[src/rtl/mull_sequencer.sv]
// Sequential 32x32->64 UMULL/SMULL: shift-and-add over operand magnitudes, sign applied at the end.
// Optional MULL_EARLY_TERM_EN: leave RUN once the remaining multiplier bits are all zero.
module mull_sequencer (
  input  logic        clk,
  input  logic        reset,
  input  logic        start,
  input  logic        is_signed,
  input  logic [31:0] a,
  input  logic [31:0] b,
  output logic        stall,
  output logic        busy,
  output logic        done,
  output logic [31:0] result_lo,
  output logic [31:0] result_hi
);

  typedef enum logic [1:0] {IDLE, RUN, DONE} state_t;

  state_t      state_q, state_d;
  logic [5:0]  cnt_q, cnt_d;
  logic [63:0] mcand_q, mcand_d;
  logic [31:0] mplier_q, mplier_d;
  logic [63:0] acc_q, acc_d;
  logic        neg_q, neg_d;
  logic [31:0] res_lo_q, res_lo_d;
  logic [31:0] res_hi_q, res_hi_d;

  logic [31:0] mag_a, mag_b;
  logic [63:0] acc_sum, product;
  logic        last_iter;

  // Two's-complement negate of 0x80000000 wraps back to 0x80000000, which is the correct magnitude.
  assign mag_a   = (is_signed & a[31]) ? (~a + 32'd1) : a;
  assign mag_b   = (is_signed & b[31]) ? (~b + 32'd1) : b;
  assign acc_sum = mplier_q[0] ? (acc_q + mcand_q) : acc_q;
  assign product = neg_q ? (~acc_sum + 64'd1) : acc_sum;

`ifdef MULL_EARLY_TERM_EN
  assign last_iter = (mplier_q[31:1] == 31'd0) || (cnt_q == 6'd31);
`else
  assign last_iter = (cnt_q == 6'd31);
`endif

  always_comb begin
    state_d  = state_q;
    cnt_d    = cnt_q;
    mcand_d  = mcand_q;
    mplier_d = mplier_q;
    acc_d    = acc_q;
    neg_d    = neg_q;
    res_lo_d = res_lo_q;
    res_hi_d = res_hi_q;
    case (state_q)
      IDLE: begin
        if (start) begin
          mcand_d  = {32'd0, mag_a};
          mplier_d = mag_b;
          acc_d    = 64'd0;
          cnt_d    = 6'd0;
          neg_d    = is_signed & (a[31] ^ b[31]);
          state_d  = RUN;
        end
      end
      RUN: begin
        acc_d    = acc_sum;
        mcand_d  = {mcand_q[62:0], 1'b0};
        mplier_d = {1'b0, mplier_q[31:1]};
        cnt_d    = cnt_q + 6'd1;
        if (last_iter) begin
          res_lo_d = product[31:0];
          res_hi_d = product[63:32];
          state_d  = DONE;
        end
      end
      DONE:    state_d = IDLE;
      default: state_d = IDLE;
    endcase
  end

  always_ff @(posedge clk or negedge reset) begin
    if (!reset) begin
      state_q  <= IDLE;
      cnt_q    <= 6'd0;
      mcand_q  <= 64'd0;
      mplier_q <= 32'd0;
      acc_q    <= 64'd0;
      neg_q    <= 1'b0;
      res_lo_q <= 32'd0;
      res_hi_q <= 32'd0;
    end else begin
      state_q  <= state_d;
      cnt_q    <= cnt_d;
      mcand_q  <= mcand_d;
      mplier_q <= mplier_d;
      acc_q    <= acc_d;
      neg_q    <= neg_d;
      res_lo_q <= res_lo_d;
      res_hi_q <= res_hi_d;
    end
  end

  assign stall     = ((state_q == IDLE) & start) | (state_q == RUN);
  assign busy      = (state_q != IDLE);
  assign done      = (state_q == DONE);
  assign result_lo = res_lo_q;
  assign result_hi = res_hi_q;

endmodule

[config.mk]
export PLATFORM = sky130hd
export DESIGN_NAME = mull_sequencer
export DESIGN_NICKNAME = d
export VERILOG_FILES = /design/src/rtl/mull_sequencer.sv
export SDC_FILE = /design/constraint.sdc
export NUM_CORES = 1
export LEC_CHECK = 0
export BUFFER_PORTS_ARGS = -buffer_cell sky130_fd_sc_hd__buf_4
export CAP_MARGIN = 20
export CELL_PAD_IN_SITES_DETAIL_PLACEMENT = 1
export CELL_PAD_IN_SITES_GLOBAL_PLACEMENT = 2
export CORE_MARGIN = 2
export CORE_UTILIZATION = 40
export CTS_BUF_LIST = sky130_fd_sc_hd__clkbuf_4 sky130_fd_sc_hd__clkbuf_8 sky130_fd_sc_hd__clkbuf_16
export DETAILED_ROUTE_END_ITERATION = 6
export PLACE_DENSITY = 0.86
export SLEW_MARGIN = 10
export SYNTH_ARGS = -nofsm -noshare
export SYNTH_HDL_FRONTEND = slang
export SYNTH_SLANG_ARGS = --single-unit
[constraint.sdc]
create_clock -name clk -period 11.2 [get_ports clk]
set_clock_uncertainty 0.05 [all_clocks]
set_input_delay 2.24 -clock clk [delete_from_list [all_inputs] [get_ports clk]]
set_output_delay 2.24 -clock clk [all_outputs]
set_load 0.05 [all_outputs]
==> flow_summary.html <==
<table>
<tr><th>Metric</th><th>Value</th></tr>
<tr><th colspan="2">Global route</th></tr>
<tr><td>Antenna violations before repair</td><td>0</td></tr>
<tr><td>Maximum number of pins on one net before global-route repair</td><td>110</td></tr>
<tr><td>Grt total ovfl</td><td>0</td></tr>
<tr><td>Met2 usage</td><td>0.520</td></tr>
<tr><td>Met1 track demand over resource</td><td>0.350</td></tr>
<tr><td>GR Util All Layers</td><td>0.290</td></tr>
<tr><td>Most Crowded Layer GR</td><td>met2</td></tr>
<tr><td>Global-route wire length before repair</td><td>102 mm</td></tr>
<tr><td>Number of global-route vias before repair</td><td>17616</td></tr>
<tr><td>Met3 Use GR</td><td>0.0281</td></tr>
<tr><th colspan="2">Route</th></tr>
<tr><td>Detail-routed net length per standard cell</td><td>23.6 um</td></tr>
<tr><td>Routed Wire Length</td><td>66.3 mm</td></tr>
<tr><td>Mean number of vias per cell</td><td>6.09</td></tr>
<tr><td>Post-route ant nets</td><td>0</td></tr>
<tr><td>Number of DRC markers after the initial detailed-route iteration</td><td>1037</td></tr>
<tr><td>Count of TritonRoute iterations in the first routing pass</td><td>5</td></tr>
<tr><td>DRC violation count after routing</td><td>0</td></tr>
<tr><td>Total via count after detailed routing</td><td>17097</td></tr>
<tr><th colspan="2">Clock network</th></tr>
<tr><td>Clock Sinks</td><td>233</td></tr>
<tr><td>Number of cells upsized or downsized after cts</td><td>0</td></tr>
<tr><td>Maximum count of clock buffers along a single path</td><td>3</td></tr>
<tr><td>Clock slew seen by the registers of the worst setup and hold paths</td><td>0.06 ns</td></tr>
<tr><td>Root buffer cell</td><td>clkbuf_16</td></tr>
<tr><td>Clock tree from TritonCTS</td><td>done</td></tr>
<tr><td>Clock network latency to the later pin of the worst-skew pair</td><td>0.57 ns</td></tr>
<tr><td>Maximum level of the CTS H-tree</td><td>1</td></tr>
<tr><td>Cts bufs inserted</td><td>28</td></tr>
<tr><td>Cts hold-fix bufs</td><td>0</td></tr>
<tr><td>Number of buffers inserted by post-CTS setup repair</td><td>0</td></tr>
<tr><th colspan="2">Final layout</th></tr>
<tr><td>Number of fill cells in the layout</td><td>5230</td></tr>
<tr><td>Antenna cells</td><td>0</td></tr>
<tr><td>Most frequent cells in the layout</td><td>308 x nand2_1, 289 x o21ai_0, 231 x dfrtp_1</td></tr>
<tr><td>Post-layout nets</td><td>2336</td></tr>
<tr><td>Layout area overhead</td><td>13.2%</td></tr>
<tr><td>Share of layout cells above drive strength 1</td><td>0.125</td></tr>
<tr><td>Most common cell after layout, fill and taps aside</td><td>nand2_1</td></tr>
<tr><td>Post-Route Utilization</td><td>0.461</td></tr>
<tr><th colspan="2">Synth</th></tr>
<tr><td>Post-synthesis compound-gate area fraction</td><td>0.286</td></tr>
<tr><td>Nets in the synthesized netlist</td><td>2300</td></tr>
<tr><td>Post-Synth XOR/XNOR Area</td><td>0.0708</td></tr>
<tr><td>Synthesized-area fraction occupied by and/or/nand/nor cells</td><td>0.199</td></tr>
<tr><td>Number of enable flip-flop cells after synthesis</td><td>0</td></tr>
<tr><td>Largest family of logic cells by synthesized area</td><td>compound AO/OA/AOI/OAI gates</td></tr>
<tr><td>Cell type with the highest aggregate area in the netlist</td><td>dfrtp_1</td></tr>
<tr><td>Mapped Avg Cell Area</td><td>8.12 um2</td></tr>
<tr><td>Most instantiated flip-flop cell in the synthesis netlist</td><td>dfrtp_1</td></tr>
<tr><td>Post-synthesis sequential area ratio</td><td>0.332</td></tr>
<tr><td>Flops &amp; latches, synth</td><td>233</td></tr>
<tr><td>Async S/R FF share, synth</td><td>1.00</td></tr>
<tr><td>YS warnings</td><td>0</td></tr>
<tr><td>Count of cell types in the netlist</td><td>103</td></tr>
<tr><td>Post-synthesis share of cell area spent on full adders, half adders and majority gates</td><td>0.0488</td></tr>
<tr><td>Post-Synthesis Cell Area</td><td>0.0176 mm2</td></tr>
<tr><td>Post-Syn Instances</td><td>2164</td></tr>
<tr><td>Main area contributors after synthesis</td><td>dfrtp_1 33%, o21ai_0 8.2%, nand2_1 6.6%</td></tr>
<tr><td>Top cell type's share of synthesized area</td><td>0.332</td></tr>
<tr><td>Multiplexer share of the synthesized area</td><td>0.0164</td></tr>
<tr><th colspan="2">STA</th></tr>
<tr><td>Max Clock Freq</td><td>176 MHz</td></tr>
<tr><td>Total negative slack for setup checks</td><td>0 ns</td></tr>
<tr><td>Final critical-path share of the clock period</td><td>0.507</td></tr>
<tr><td>Setup violation total in the final timing report</td><td>0</td></tr>
<tr><td>Number of hold violations in the final report</td><td>0</td></tr>
<tr><td>Worst slew slack as a fraction of its limit</td><td>0.306</td></tr>
<tr><td>Min Clock Period, post-route</td><td>5.68 ns</td></tr>
<tr><td>RSZ-0062 raised after global routing</td><td>false</td></tr>
<tr><td>Final worst hold slack</td><td>0.436 ns</td></tr>
<tr><td>Worst-Margin Slew</td><td>1.04 ns</td></tr>
<tr><td>Final Slew Violations</td><td>0</td></tr>
<tr><th colspan="2">Floorplan</th></tr>
<tr><td>Die width</td><td>214 um</td></tr>
<tr><td>Die Outline Area</td><td>0.0456 mm2</td></tr>
<tr><td>Starting density of the core</td><td>0.407</td></tr>
<tr><td>Top-level port count</td><td>135</td></tr>
<tr><td>Row count</td><td>76</td></tr>
<tr><td>Overall die height</td><td>214 um</td></tr>
<tr><td>Core Box Area</td><td>0.0432 mm2</td></tr>
<tr><th colspan="2">Pwr</th></tr>
<tr><td>Overall Power</td><td>6040 uW</td></tr>
<tr><td>Max VDD drop</td><td>0.164 mV</td></tr>
<tr><td>Internal power</td><td>2930 uW</td></tr>
<tr><td>Switching part of the total</td><td>0.514</td></tr>
<tr><td>Leakage dissipation</td><td>0.00823 uW</td></tr>
<tr><td>Clk network pwr share</td><td>0.172</td></tr>
<tr><td>Combinational cell fraction of total power</td><td>0.599</td></tr>
<tr><td>Sequential fraction of design power</td><td>0.229</td></tr>
<tr><td>Power density over the cells</td><td>304 mW/mm2</td></tr>
<tr><td>Switch Pwr</td><td>3110 uW</td></tr>
<tr><th colspan="2">Worst setup path</th></tr>
<tr><td>Standard cell with the maximum stage delay on the critical path</td><td>buf_4</td></tr>
<tr><td>Worst Path Class, Setup</td><td>in -&gt; out</td></tr>
<tr><td>Crit start category</td><td>primary input</td></tr>
<tr><td>Highest net fanout along the worst path</td><td>44</td></tr>
<tr><td>Crit path largest cell delay</td><td>0.47 ns</td></tr>
<tr><td>Arrival time at the worst endpoint</td><td>3.39 ns</td></tr>
<tr><td>Crit-path most repeated cell</td><td>buf_4</td></tr>
<tr><td>Data required, critical path</td><td>8.91 ns</td></tr>
<tr><td>Critical Path Sink Type</td><td>primary output</td></tr>
<tr><td>Reg2reg path depth</td><td>15</td></tr>
<tr><td>Cells along the critical path</td><td>buf_4, and2_2, buf_4, nor2_4, inv_1, buf_4</td></tr>
<tr><th colspan="2">Worst hold path</th></tr>
<tr><td>Tightest Hold Check Type</td><td>reg -&gt; reg</td></tr>
<tr><td>Depth of the worst hold-timing path</td><td>2</td></tr>
<tr><th colspan="2">Outcome</th></tr>
<tr><td>Run status</td><td>finished, final reports clean</td></tr>
<tr><th colspan="2">Placed design</th></tr>
<tr><td>HPWL after DPL</td><td>49.9 mm</td></tr>
<tr><td>Input/output buffers</td><td>134</td></tr>
<tr><td>Routability Congestion</td><td>1.01</td></tr>
<tr><th colspan="2">Run</th></tr>
<tr><td>Max-cap violations</td><td>0</td></tr>
</table>
-- power by group through the flow --
stage / combinational (uW) / sequential [uW] / clock, uW
finish: 3620 / 1380 / 1040
global route: 3940 / 1410 / 1090
CTS: 3590 / 1380 / 1060
detailed placement: 3560 / 1390 / 0
global placement: 3480 / 1380 / 0
floorplan: 2510 / 1260 / 0
-- stage by stage --
step           worst slack [ns]  cell area, um2  instances
2_1_floorplan              5.77           17600       2164
3_3_place_gp               5.59           18800       2755
3_5_place_dp               5.55           18800       2755
4_1_cts                    5.54           19900       2806
5_1_grt                    5.24           19900       2806
6_report                   5.52           19900       2806
-- sequential cells by signal (all words and copies together), names as in the netlist --
| register | flops |
|---|---|
| acc_q | 64 |
| cnt_q | 6 |
| mcand_q | 64 |
| mplier_q | 32 |
| neg_q | 1 |
| result_hi | 32 |
| result_lo | 32 |
| state_q | 2 |
-- critical path, delay by kind of cell --
| kind | cells | cell delay (ns) |
|---|---|---|
| buf+inv | 4 | 0.94 |
| simple gates | 2 | 0.17 |
-- logic make-up after synthesis --
| group | Yosys count |
|---|---|
| muxes | 28 |
| DFF | 233 |
| adders and majority gates | 68 |
| AOI/OAI and AO/OA | 778 |
| and+or+nand+nor | 724 |
| xor gates and xnor gates | 142 |
| buffers and inverters | 191 |
-- area by class of cell --
class	instances	area, um2	share of cell area
Tap cell	585	732	0.0368
Sequential cell	233	5840	0.293
Clock buffer	41	866	0.0435
Timing Repair Buffer	155	1170	0.0589
Clock inverter	10	189	0.00950
Multi-Input combinational cell	1740	10900	0.550
Inverter	42	158	0.00792
-- cells in the mapped netlist (all sizes together), types with 49 or more instances --
master and instances:
nor2 114, o21ai 329, a21oi 128, o31ai 49, xor2 65, nand2 310
ha 67, xnor2 77, dfrtp 233, clkbuf 100, a22oi 65, nand3 70
-- metal layers --
layer	wire, um	vias up
li1	-	8034
met1	27600	8622
met2	33400	322
met3	1960	119
met4	3310	0
met5	0	-
-- worst paths after layout --
check                             start             to  slack [ns]
setup / recovery                  start          stall        5.52
min in group asynchronous         reset      acc_q[46]        1.69
max in group asynchronous         reset    mplier_q[0]        7.84
hold / removal             result_hi[8]   result_hi[8]        0.44
hold reg to reg            result_hi[8]   result_hi[8]        0.44
setup reg to reg             mcand_q[0]  result_hi[16]        5.69
Note: power is estimated with default switching activity, not from simulation.
